$ cat src/rtl/fetch_unit.sv
// SIC-4 instruction-fetch stage: PC, imem req/ack handshake, instruction register and field split.
// Optional FETCH_PERF_EN adds a saturating consumed-instruction counter on fetch_count.
module fetch_unit #(
    parameter int PC_WIDTH    = 8,
    parameter int INSTR_WIDTH = 8
) (
    input  logic                   clk,
    input  logic                   rst_n,
    output logic [PC_WIDTH-1:0]    imem_addr,
    output logic                   imem_req,
    input  logic                   imem_ack,
    input  logic [INSTR_WIDTH-1:0] imem_rdata,
    input  logic                   redirect_valid,
    input  logic [PC_WIDTH-1:0]    redirect_pc,
    input  logic                   dec_ready,
    output logic                   instr_valid,
    output logic [1:0]             op,
    output logic [1:0]             rd,
    output logic [1:0]             rs,
    output logic [1:0]             funct,
    output logic [3:0]             imm,
    output logic [PC_WIDTH-1:0]    instr_pc
`ifdef FETCH_PERF_EN
    ,
    output logic [15:0]            fetch_count
`endif
);

    typedef enum logic [1:0] {
        IDLE  = 2'd0,
        REQ   = 2'd1,
        VALID = 2'd2
    } state_t;

    state_t                 r_state;
    state_t                 w_next;
    logic                   w_take;
    logic [PC_WIDTH-1:0]    r_pc;
    logic [INSTR_WIDTH-1:0] r_ir;
    logic [PC_WIDTH-1:0]    r_instr_pc;

    always_ff @(posedge clk) begin
        if (!rst_n) begin
            r_state <= IDLE;
        end else begin
            r_state <= w_next;
        end
    end

    // A redirect overrides every state and suppresses capture of a same-cycle ack.
    always_comb begin
        w_next = r_state;
        w_take = 1'b0;
        case (r_state)
            IDLE:    w_next = REQ;
            REQ: begin
                if (imem_ack) begin
                    w_next = VALID;
                    w_take = 1'b1;
                end
            end
            VALID: begin
                if (dec_ready) begin
                    w_next = REQ;
                end
            end
            default: w_next = IDLE;
        endcase
        if (redirect_valid) begin
            w_next = REQ;
            w_take = 1'b0;
        end
    end

    always_ff @(posedge clk) begin
        if (!rst_n) begin
            r_pc       <= '0;
            r_ir       <= '0;
            r_instr_pc <= '0;
        end else if (redirect_valid) begin
            r_pc <= redirect_pc;
        end else if (w_take) begin
            r_ir       <= imem_rdata;
            r_instr_pc <= r_pc;
            r_pc       <= r_pc + PC_WIDTH'(1);
        end
    end

    assign imem_addr   = r_pc;
    assign imem_req    = (r_state == REQ);
    assign instr_valid = (r_state == VALID);
    assign op          = r_ir[7:6];
    assign rd          = r_ir[5:4];
    assign rs          = r_ir[3:2];
    assign funct       = r_ir[1:0];
    assign imm         = r_ir[3:0];
    assign instr_pc    = r_instr_pc;

`ifdef FETCH_PERF_EN
    logic        w_consume;
    logic [15:0] r_fetch_count;

    assign w_consume = (r_state == VALID) && dec_ready && !redirect_valid;

    always_ff @(posedge clk) begin
        if (!rst_n) begin
            r_fetch_count <= '0;
        end else if (w_consume && (r_fetch_count != 16'hFFFF)) begin
            r_fetch_count <= r_fetch_count + 16'd1;
        end
    end

    assign fetch_count = r_fetch_count;
`endif

endmodule
$ cat config.mk
export PLATFORM = sky130hd
export DESIGN_NAME = fetch_unit
export DESIGN_NICKNAME = d
export VERILOG_FILES = /design/src/rtl/fetch_unit.sv
export SDC_FILE = /design/constraint.sdc
export NUM_CORES = 1
export LEC_CHECK = 0
export BUFFER_PORTS_ARGS = -buffer_cell sky130_fd_sc_hd__buf_2
export CAP_MARGIN = 20
export CORE_MARGIN = 3
export CORE_UTILIZATION = 41
export CTS_CLUSTER_DIAMETER = 120
export DETAILED_ROUTE_END_ITERATION = 8
export GPL_TIMING_DRIVEN = 0
export PLACE_DENSITY_LB_ADDON = 0.05
export REMOVE_ABC_BUFFERS = 1
export SYNTH_ARGS = -nofsm -noshare
export SYNTH_HDL_FRONTEND = slang
export SYNTH_SLANG_ARGS = --single-unit
$ cat constraint.sdc
create_clock -name clk -period 1.4 [get_ports clk]
set_input_delay 0.28 -clock clk [delete_from_list [all_inputs] [get_ports clk]]
set_output_delay 0.28 -clock clk [all_outputs]
set_load 0.02 [all_outputs]
==> results.txt <==
----------------------------------------------------
[Critical path]
  Critical Path, Cell by Cell ... nand4b_4, or4_1, a31oi_1
  Startpoint kind of the worst setup timing path ... register
  Setup Crit Path Kind ... reg -> reg
  Register-to-register setup slack ... between 80 and 90 ps
  Endpoint arrival time on the critical path ... between 1500 and 2000 ps
  Sort of element at the end of the critical path ... register
  Source of the worst register-to-register timing path ... r_state[1]
  Crit path launch ... r_state[1]
  Largest fanout on the critical path ... 9
  Biggest cell delay along the critical path ... roughly 510 ps
  Cell with the largest stage delay on the worst path ... or4_1
  Required time of the critical path ... around 1700 ps

[Power and ir drop]
  Portion of total power attributed to sequential cells ... 0.612
  Power Density ... approximately 900 mW/mm^2
  Internal power ... around 0.96 mW
  Sw Share ... 0.2712
  Share of power burned in combinational logic ... 0.159
  Part of the total power dissipated in the clock network ... 0.229
  Switching power ... ~0.36 mW
  Static Leak ... 0.6476 nW
  Worst supply voltage drop on vdd ... 0.7577 mV

[Synth]
  Multiplexer share of the synthesized area ... 0.008611
  Cells after Synth ... between 100 and 150
  Syn avg cell area ... between 8 and 9 um^2
  Dominant combinational cell family by area after synthesis ... simple AND/OR/NAND/NOR gates
  Count of state elements after synthesis ... 26
  YS warnings ... 0
  Cell Area, Synth ... approximately 0.0012 mm^2
  Synth Area in Adders ... 0.01076
  Distinct cells, synth ... 28
  Portion of the post-synthesis area used by sequential elements ... 0.4478
  Compound-Gate Fraction of Synth Area ... 0.2174
  Parity-gate share of the synthesized area counting xor and xnor cells ... 0.01507
  Share of synthesized cell area in and, or, nand and nor gates ... 0.2390

[Status]
  Run status ... finished, final reports clean

[Cells and area]
  Layout Nets ... a little over 200
  Number of diodes ... 0
  Final instance area ... 0.001434 mm^2
  Relative area change from synthesis to final layout ... 23.36%
  Layout cells sized above 1 ... 0.3539
  Number of standard cells in the layout, taps in and fillers out ... ~210

[Timing]
  Final clock period utilization by the worst path ... 0.9428
  Total setup violations reported at the end of the flow ... 0
  Clock period minus final worst setup slack ... approximately 1300 ps
  Clk_skew ... 3.754 ps
  Final slew viol count ... 0
  Tightest slew margin relative to the limit ... 0.6892
  Measured slew at the worst slew-check pin ... roughly 470 ps
  Setup repair after global routing missed its margin ... false
  Maximum clock frequency ... 757.6 MHz
  Final Hold Vio Count ... 0

[Drt]
  Post-route ant nets ... 0
  Routed wire length ... roughly 2500 um
  Drc violations ... 0
  Via density per instance ... just over 5
  Vias after detailed routing ... 1064
  Initial DRC count ... 24
  Routed WL per cell ... ~12 um
  Detailed-router iteration count before antenna repair ... 4

[GRT]
  Vias in the first global route ... about 920
  Antenna violations before repair ... 0
  Largest net degree at the start of global routing ... 27
  Congestion Overflow GR ... 0
  Global Route Usage Sum ... 0.1402
  First-pass GRT wire length ... approximately 3800 um

[Clocking]
  TritonCTS clock tree ... done
  Number of levels in the clock H-tree ... 1
  Hold Buf Count CTS ... 0
  Clk root buf ... clkbuf_4
  Worst-Skew Late Latency ... roughly 310 ps
  Clock-pin transition on the worst setup and hold timing paths ... approximately 130 ps
  Number of clock sinks ... 26
  Maximum clock path buffer count ... 2
  TritonCTS Buffers ... 3

[Floorplan]
  Die area ... between 0.003 and 0.004 mm^2
  Effective utilization at floorplan ... 0.4488
  Placeable core region ... between 0.002 and 0.003 mm^2
  Chip Width ... slightly below 60 um
  Number of standard-cell rows in the floorplan ... 18
  Num ports ... a little over 50
  Chip Height ... roughly 59 um

[Place]
  Post-detailed-placement cell area ... approximately 0.0014 mm^2
  Post-Place Cells ... 203
  Port buffer count ... 50
  DP Wirelength ... between 1500 and 2000 um
  Weighted congestion reported at the end of routability-driven placement ... between 0.7 and 0.8

[Hold path]
  Classification of the worst-slack hold path ... in -> reg
  Hold path startpoint ... imem_rdata[4]

[Flow run]
  Number of violations of the max-capacitance limit ... 0

----------------------------------------------------
-- worst paths after layout --
kind,to,cells past startpoint
min reg2reg,r_ir[4],2
min,r_ir[4],3
max reg2reg,imem_addr[7],3
max,imem_addr[7],3
-- state kept, by name, summed over array words and instances, names as in the netlist --
name	count
r_state	2
r_ir	8
imem_addr	8
instr_pc	8
-- power groups by stage --
stage | Sequential (mW) | Clock (mW) | Combinational [mW]
after detailed placement | 0.823 | 0 | 0.209
after global routing | 0.815 | 0.339 | 0.233
after floorplan | 0.859 | 0 | 0.0798
after CTS | 0.808 | 0.324 | 0.211
after global placement | 0.823 | 0 | 0.205
final | 0.808 | 0.302 | 0.210
-- final cells by class --
cell class / count / area, um^2
Clock buffer: 3 / 22.52
Fill cell: 272 / 1156
Inverter: 1 / 3.754
Multi-Input combinational cell: 96 / 575.6
Sequential cell: 26 / 529.3
Tap cell: 30 / 37.54
Timing Repair Buffer: 52 / 265.3
-- synthesized netlist by cell type --
cell,number,share of area
dfxtp_1,26,0.45
a21oi_1,4,0.017
inv_1,1,0.0032
ha_1,1,0.011
nand4b_1,1,0.0075
o31ai_1,2,0.013
nand4b_4,1,0.020
or4_1,2,0.013
o311a_1,1,0.0086
o21a_1,1,0.0065
o21ai_0,11,0.047
buf_4,5,0.032
xor2_1,2,0.015
nand2b_1,2,0.011
nand2_1,35,0.11
and3_1,1,0.0054
or3_1,2,0.011
and4bb_1,1,0.011
nand4_1,2,0.011
nand3b_1,1,0.0065
nand4bb_1,1,0.0097
a31oi_1,4,0.022
a21boi_1,16,0.10
mux2i_1,1,0.0086
buf_2,3,0.013
clkbuf_1,4,0.013
nor2b_1,3,0.016
nor3_1,1,0.0043
-- critical path: cells and delay by family, from the launching register on --
family	cells	cell delay, ps
DFF	1	370
AOI/OAI and AO/OA	1	170
and+or+nand+nor	2	710
-- layer usage --
| metal | track usage | part of all wire | up-vias |
|---|---|---|---|
| met5 | 0 | 0 | - |
| li1 | - | - | 553 |
| met3 | 0.04575 | 0.075 | 2 |
| met2 | 0.2527 | 0.47 | 28 |
| met1 | 0.1635 | 0.45 | 481 |
| met4 | 0.01942 | 0.0053 | 0 |
-- per-stage QoR --
step                      worst slack (ps)  power (mW)  utilization  TNS, ps  hold slack, ps
after floorplan                     -16.88      0.9391            -   -33.74           408.2
after global placement              -194.5       1.027       0.5338    -3046           437.0
after detailed placement            -226.6       1.032       0.5338    -3475           444.1
after CTS                            24.88       1.343       0.5469        0           170.8
after global routing                0.7170       1.387       0.5536        0           188.3
final                                80.06       1.319       0.5536        0           184.0
-- what timing repair did --
item | in CTS | in global routing
hold endpoints to repair | 0 | 0
setup buffers | 0 | 2
setup endpoints to repair | 19 | 3
gates resized for setup | 6 | 2
pin swaps | 0 | 1
cloned | 0 | 0
-- placed cells by master (no fill, tap or decap), types with 2 or more instances in the layout --
master,Yosys,layout
dfxtp_1,26,21
clkbuf_4,0,3
dfxtp_2,0,4
a21oi_1,4,4
a31oi_1,4,4
nand2_1,35,35
nand2b_1,2,2
o31ai_1,2,2
or4_1,2,2
or3_1,2,2
buf_2,3,50
nand4_1,2,2
buf_4,5,2
o21ai_0,11,11
a21boi_1,16,16
xor2_1,2,2
nor2b_1,3,3
-- cells by family (layout without fill, tap and decap cells) --
logic type,count (synthesis),in the layout
simple gates,53,53
mux,1,1
flops,26,26
compound gates,39,39
buf+inv,13,56
fa+ha+maj,1,1
xor+xnor,2,2
Power figures use the tool's default switching activity.
